==> src/rtl/column_drop_ctrl.sv <==
// Score 4 board-update engine: takes one column request per handshake, drops the
// current player's token into the lowest free cell and reports the outcome.
module column_drop_ctrl #(
  parameter int COLS = 7,
  parameter int ROWS = 6,
  parameter int RW   = $clog2(ROWS),
  parameter int MW   = $clog2(COLS*ROWS+1)
) (
  input  logic                      clk,
  input  logic                      rst_n,
  input  logic                      clear,
  input  logic                      play_valid,
  input  logic [COLS-1:0]           play,
  output logic                      play_ready,
  output logic [COLS*ROWS*2-1:0]    panel,
  output logic                      turn,
  output logic                      done_valid,
  output logic [1:0]                done_err,
  output logic [$clog2(COLS)-1:0]   done_col,
  output logic [RW-1:0]             done_row,
  output logic [MW-1:0]             moves,
  output logic                      board_full
);
  localparam int CW = $clog2(COLS);
  localparam logic [1:0] ERR_OK   = 2'b00;
  localparam logic [1:0] ERR_REQ  = 2'b01;
  localparam logic [1:0] ERR_FULL = 2'b10;

  typedef enum logic [1:0] {IDLE, SCAN, COMMIT} state_t;
  state_t state, state_nxt;

  logic [COLS-1:0] play_q;
  logic [1:0]      err_q;
  logic [CW-1:0]   col_q;
  logic [RW-1:0]   row_q;

  logic            scan_found;
  logic [1:0]      scan_err;
  logic [CW-1:0]   scan_col;
  logic [RW-1:0]   scan_row;

  always_ff @(posedge clk or negedge rst_n) begin
    if (!rst_n) state <= IDLE;
    else        state <= state_nxt;
  end

  always_comb begin
    state_nxt  = state;
    play_ready = 1'b0;
    case (state)
      IDLE: begin
        play_ready = !clear;
        if (play_valid && !clear) state_nxt = SCAN;
      end
      SCAN:    state_nxt = COMMIT;
      COMMIT:  state_nxt = IDLE;
      default: state_nxt = IDLE;
    endcase
    if (clear) state_nxt = IDLE;
  end

  // Column decode and bottom-up search for the first empty cell; 11 counts as occupied.
  always_comb begin
    scan_col   = '0;
    scan_row   = '0;
    scan_found = 1'b0;
    scan_err   = ERR_OK;
    for (int c = 0; c < COLS; c++) begin
      if (play_q[c]) scan_col = CW'(c);
    end
    for (int r = ROWS-1; r >= 0; r--) begin
      if (!scan_found && panel[(int'(scan_col)*ROWS + r)*2 +: 2] == 2'b00) begin
        scan_found = 1'b1;
        scan_row   = RW'(r);
      end
    end
    if (!$onehot(play_q)) begin
      scan_err = ERR_REQ;
      scan_col = '0;
      scan_row = '0;
    end else if (!scan_found) begin
      scan_err = ERR_FULL;
      scan_row = '0;
    end
  end

  always_ff @(posedge clk or negedge rst_n) begin
    if (!rst_n) begin
      play_q     <= '0;
      err_q      <= ERR_OK;
      col_q      <= '0;
      row_q      <= '0;
      panel      <= '0;
      turn       <= 1'b0;
      moves      <= '0;
      done_valid <= 1'b0;
      done_err   <= ERR_OK;
      done_col   <= '0;
      done_row   <= '0;
    end else begin
      done_valid <= 1'b0;
      if (clear) begin
        panel <= '0;
        turn  <= 1'b0;
        moves <= '0;
      end else begin
        case (state)
          // accept: capture the request
          IDLE: if (play_valid) play_q <= play;
          // scan: register the lookup result
          SCAN: begin
            err_q <= scan_err;
            col_q <= scan_col;
            row_q <= scan_row;
          end
          // commit: write token on a legal move, always report
          COMMIT: begin
            if (err_q == ERR_OK) begin
              panel[(int'(col_q)*ROWS + int'(row_q))*2 +: 2] <= turn ? 2'b10 : 2'b01;
              turn  <= ~turn;
              moves <= moves + MW'(1);
            end
            done_valid <= 1'b1;
            done_err   <= err_q;
            done_col   <= col_q;
            done_row   <= row_q;
          end
          default: ;
        endcase
      end
    end
  end

  assign board_full = (moves == MW'(COLS*ROWS));

endmodule

==> config.mk <==
export PLATFORM = sky130hd
export DESIGN_NAME = column_drop_ctrl
export DESIGN_NICKNAME = d
export VERILOG_FILES = /design/src/rtl/column_drop_ctrl.sv
export SDC_FILE = /design/constraint.sdc
export NUM_CORES = 1
export LEC_CHECK = 0
export ABC_AREA = 1
export CAP_MARGIN = 20
export CORE_ASPECT_RATIO = 0.7
export CORE_MARGIN = 4
export CORE_UTILIZATION = 30
export DETAILED_ROUTE_END_ITERATION = 10
export GPL_TIMING_DRIVEN = 0
export PLACE_DENSITY = 0.56
export SETUP_SLACK_MARGIN = 0.4
export SLEW_MARGIN = 20
export SYNTH_ARGS = -nofsm -noshare
export SYNTH_HDL_FRONTEND = slang
export SYNTH_SLANG_ARGS = --single-unit
==> constraint.sdc <==
create_clock -name clk -period 5.4 [get_ports clk]
set_clock_uncertainty 0.15 [all_clocks]
set_input_delay 1.08 -clock clk [delete_from_list [all_inputs] [get_ports clk]]
set_output_delay 1.08 -clock clk [all_outputs]
set_load 0.03 [all_outputs]
== Word level (Yosys, flattened, before mapping) ==
Cells that the tools add are included.
Widths: inputs -> output; s select.

* Output and inout port bits: 102
* Register bits: 117

* Add/sub/neg operators: 14
* Bitwise operators: 2
* Reduce and logical (&&, ||, !) cells: 26
* Shift-type cells: 8
* Mux-type cells: 40
* Eq/ne operators: 5
* Multiply operators: 2

{| class="wikitable"
|+ Operator list
! kind !! number
|-
| $shiftx 84x32->2 || 5
|-
| $mux 84 || 3
|-
| $bwmux 84 || 1
|-
| $shift 2x33->84 const A || 1
|-
| $shiftx 2x33->84 || 1
|-
| $shiftx 84x8->2 || 1
|-
| $add 31x3->31 const B || 2
|-
| $add 31x4->31 const B || 2
|-
| $mux 3 || 14
|-
| $neg 8->33 || 1
|-
| $add 31x2->31 const B || 1
|-
| $mux 6 || 3
|-
| $logic_not 2->1 || 8
|-
| $mux 1 || 13
|-
| $mul 3x2->5 const B || 2
|-
| $mux 2 || 5
|-
| $add 6x3->7 || 1
|-
| $add 1x1->2 || 3
|-
| $add 6x1->6 const B || 1
|-
| $eq 6x6->1 const B || 1
|-
| $logic_and 1x1->1 || 6
|-
| $logic_not 1->1 || 6
|-
| $reduce_and 2->1 || 3
|-
| $pmux 2 s2 || 1
|-
| other kinds (10) || 12
|}

== Depth between registers and ports, before layout ==
* Depth in word-level cells: 28
* Gate-level depth with buffers: 26
* Gate-level depth less buffers: 25

== Least setup slack after synthesis ==
Ideal clock, no wire load.

* Kind: register to register
* Start: register play_q[5]
* End: register row_q[0]
* Stages on the path, launching flop included: 20
* Library setup time: 0.116 ns
* Setup slack: 1.944 ns
* Arrival: 3.190 ns
* Period minus slack after synthesis: 3.456 ns
* Required time: 5.134 ns
* Cell sequence: dfrtp_1 > nor2_1 > nand2_1 > nand2_2 > buf_2 > ha_1 > fa_1 > ha_1 > clkbuf_1 > nand2_1 > o31ai_1 > inv_1 > nand2_1 > nand2_1 > nor2_1 > nand2_1 > nand2_1 > nand2_1 > nand2_1 > nand2_1

* Longest elaborated chain between the ends: 24

{| class="wikitable"
|+ RTL lines
! item !! RTL line !! RTL
|-
| from (decl) || 32 || <nowiki>logic [COLS-1:0] play_q;</nowiki>
|-
| from (signal assigned) || 109 || <nowiki>IDLE: if (play_valid) play_q <= play;</nowiki>
|-
| $mux 3 (2 in series) || 69 || <nowiki>if (play_q[c]) scan_col = CW'(c);</nowiki>
|-
| $mul 3x2->5 || 72 || <nowiki>if (!scan_found && panel[(int'(scan_col)*ROWS + r)*2 +: 2] == 2'b00) begin</nowiki>
|-
| $add 31x4->31 || 72 ||
|-
| $shiftx 84x32->2 || 72 ||
|-
| $logic_not 2->1 || 72 ||
|-
| $mux 1 || 72 ||
|-
| $logic_not 1->1 || 72 ||
|-
| $logic_and 1x1->1 || 72 ||
|-
| (+7 left out) || -- ||
|-
| $logic_not 1->1 || 72 ||
|-
| $logic_and 1x1->1 || 72 ||
|-
| $mux 1 || 72 ||
|-
| $logic_not 1->1 || 72 ||
|-
| $logic_and 1x1->1 || 72 ||
|-
| $mux 3 or $mux 1 (tied branches) || 72 ||
|-
| $mux 3 || 81 || <nowiki>end else if (!scan_found) begin</nowiki>
|-
| $mux 3 * || 77 || <nowiki>if (!$onehot(play_q)) begin</nowiki>
|-
| to (signal assigned) || 114 || <nowiki>row_q <= scan_row;</nowiki>
|-
| to (decl) || 35 || <nowiki>logic [RW-1:0] row_q;</nowiki>
|}

Every way passes the cells marked *; elsewhere a longest branch is shown, timed or not.
A chain may end at the register's enable or synchronous reset.

== Worst setup path after layout ==
Same ends and word-level chain as after synthesis.

==> results.md <==
* FF+latch count, synth at 117
* EDFF count, synth at 0
* # fillers at 2776
* Period utilisation layout at 82.11%
* Initial Util at 30.51%
* Post-cts repair resize count at 0
* Max stage delay cell, worst path: fa_1
* Total GRT Usage at 23.06%
* Area delta synth->final at 27.54%
* Cells after Synth at 1165
* Die width at 201.4 um
* Io pins at 113
* WP data arrival at 4.61 ns
* DRC viols at 0
* Buf/Inv on CP at 3
* Worst hold slack at 0.3381 ns
* # diodes at 0
* WL final at 33380 um
* Hpwl dp at 26000 um
* Chip height at 143.4 um
* Peak supply drop at 0.2493 mV
* F_max at 225.5 MHz
* Final setup fails at 0
* Worst path most repeated cell: nand2_1
* Num CTS Buffers at 17
* Seq/Total Area, Yosys at 37.27%
* Status: complete, no violations
* Ys flop type: dfrtp_1
* Antenna-violating nets left at 0
* Initial antenna violation count at 1
* Final hold vios at 0
* First-pass GRT wire length at 50180 um
* Post-Syn Area at 7855 sq um
* Postcts setup bufs at 0
* Cell family with most CP delay: simple AND/OR/NAND/NOR gates
* Critical Path Start Type: register
* Layout Utilization at 38.91%
* Net Count, Synth at 1197
* Sink Count at 117
* Worst stage delay on the critical path at 0.54 ns
* Slew margin rel. at 20.08%
* Proportion of layout cells with a drive suffix above 1 at 7.257%
* CP endpoint kind: register
* GP Congestion at 0.9900
* Largest net degree at the start of global routing at 72
* Max-Cap Viols at 0
* CP Data Required Time at 5.58 ns
* DP Cell Count at 1608
* Vias/cell at 5.148
* Clock slew at reported path FFs at 0.06 ns
* Most common cell after layout, fill and taps aside: nand2_1
* Reg area at 2928 sq um
* Initial detailed-routing violation count at 837
* Leak Pwr at 4.693 nW
* Core area at 25750 sq um
* Commonest cells after routing, fill and taps aside: nand2_1, nand3_1, inv_1
* Vias in the first global route at 7991
* Fin crit period at 4.434 ns
* Ys async rst share at 100.0%
* Rows at 49
* Layout Nets at 1328
* Largest driver fanout on the critical path at 12
* Worst hold path type: reg -> reg
* GRT overflow at 0
* Mean Syn Cell Area at 6.743 sq um
* RSZ-0062 raised after global routing: false
* CTS tree: done
* Syn. warnings at 0
* Pre-Repair DR Iteration Count at 7
* Avg WL per Cell at 20.35 um
* Placed Area at 9409 sq um
* Slew @ Worst Pin at 1.194 ns
* Clk buf depth at 2
* IO Port Bufs at 111
* Die area at 28880 sq um
* H-tree Lvls at 4
* Final std cells w/o fill at 1640
* Via count at 8443
* Multi-input gate area at 4175 sq um
* Fin area at 10020 sq um
* Clock latency on the worst-skew pair at 0.44 ns
* Power Density at 512.2 nW/um^2
* Root Driver: clkbuf_16
* Post-synth cell types at 39
* Tot Pwr at 5.131 mW
* Hold bufs inserted after CTS at 0
* Crit path kind: reg -> reg
* Critical-path cell list: nor2_1, nand2_1, nand2_2, buf_2, ha_1, fa_1, ha_1, clkbuf_1, nor2_1, nand2_1, nand2_1, inv_1, nand2_1, nand2_1, nand3_1, nor2_1, nand2_1, nand2_1, nand2_1, nand2_1, nand2_1
* Max Slew Vio Count at 0
[cell usage after synthesis (2+ instances only)]
library cell / instances / share of area, %
nand4_1: 17 / 1.4
o2111ai_1: 3 / 0.33
buf_4: 2 / 0.19
a21oi_1: 22 / 1.4
buf_1: 8 / 0.38
nand2_1: 342 / 16
nor2_4: 8 / 1.1
buf_2: 13 / 0.83
o21ai_0: 59 / 3.8
o211ai_1: 3 / 0.29
nand3b_1: 6 / 0.57
nand2_2: 4 / 0.32
ha_1: 14 / 2.2
nand3_2: 2 / 0.25
nor2_1: 100 / 4.8
o31ai_1: 3 / 0.29
o22ai_1: 6 / 0.48
nand3_1: 183 / 12
o21ai_1: 20 / 1.3
or2_2: 6 / 0.48
xor2_1: 4 / 0.45
dfrtp_1: 117 / 37
fa_1: 7 / 1.8
nor2_2: 6 / 0.48
inv_2: 12 / 0.57
nor4_1: 3 / 0.24
inv_1: 146 / 7.0
o21ai_2: 6 / 0.67
clkbuf_1: 13 / 0.62
nor3_1: 21 / 1.3
[kinds of logic (layout without fill, tap and decap cells)]
logic type	count (synthesis)	after routing	share of synthesized area, %
buf+inv	194	338	9.573
simple gates	702	702	39.71
compound gates	126	126	8.873
fa+ha+maj	21	21	4.014
flops	117	117	37.27
xor+xnor	5	5	0.5575
[worst reg2reg max path: stages, from the launching register on]
cell and delay (ns):
dfrtp_1 0.42, nor2_1 0.17, nand2_1 0.26, nand2_2 0.27, buf_2 0.34, ha_1 0.24, fa_1 0.54, ha_1 0.33
clkbuf_1 0.36, nor2_1 0.22, nand2_1 0.13, nand2_1 0.05, inv_1 0.06, nand2_1 0.04, nand2_1 0.05, nand3_1 0.07
nor2_1 0.24, nand2_1 0.12, nand2_1 0.12, nand2_1 0.06, nand2_1 0.05, nand2_1 0.05
[routing by layer]
metal	vias up	share of wire [%]	global-route usage (%)
met5	-	0	0
met4	0	1.5	4.493
met3	39	9.3	6.542
met2	365	41	33.63
met1	3994	48	34.26
li1	4045	-	-
[path summary, 6_finish.rpt]
path	start	endpoint	slack, ns	cells after the start
setup / recovery	play_q[5]	row_q[0]	0.97	21
hold / removal	done_col[0]	done_col[0]	0.34	2
setup reg to reg	play_q[5]	row_q[0]	0.97	21
hold reg to reg	done_col[0]	done_col[0]	0.34	2
max in group asynchronous	rst_n	panel[16]	3.92	2
min in group asynchronous	rst_n	panel[50]	0.42	1
[metrics by stage]
step	TNS [ns]	setup slack (ns)
floorplan	0	1.944
global placement	-204.22	-1.761
detailed placement	0	1.066
CTS	0	1.040
global route	0	0.7218
finish	0	0.9659
[power by group]
group | internal, mW | switching [mW]
registers | 0.929 | 0.0503
clock network | 0.754 | 0.458
logic | 0.711 | 2.23
[cell type report]
cell class              instances  share of cell area, %
multi-input cells             854                  41.68
flip-flops and latches        117                  29.22
plain buffers                  36                  1.586
clock inverters                10                  1.449
inverters                     158                  5.920
well taps                     331                  4.134
repair buffers                112                  11.38
clock buffers                  22                  4.633
[registers in the layout (all words and copies together) (netlist names)]
signal,count
panel,84
play_q,7
moves,6
col_q,3
done_col,3
done_row,3
row_q,3
done_err,2
err_q,2
state,2
done_valid,1
turn,1
Note: power is estimated with default switching activity, not from simulation.
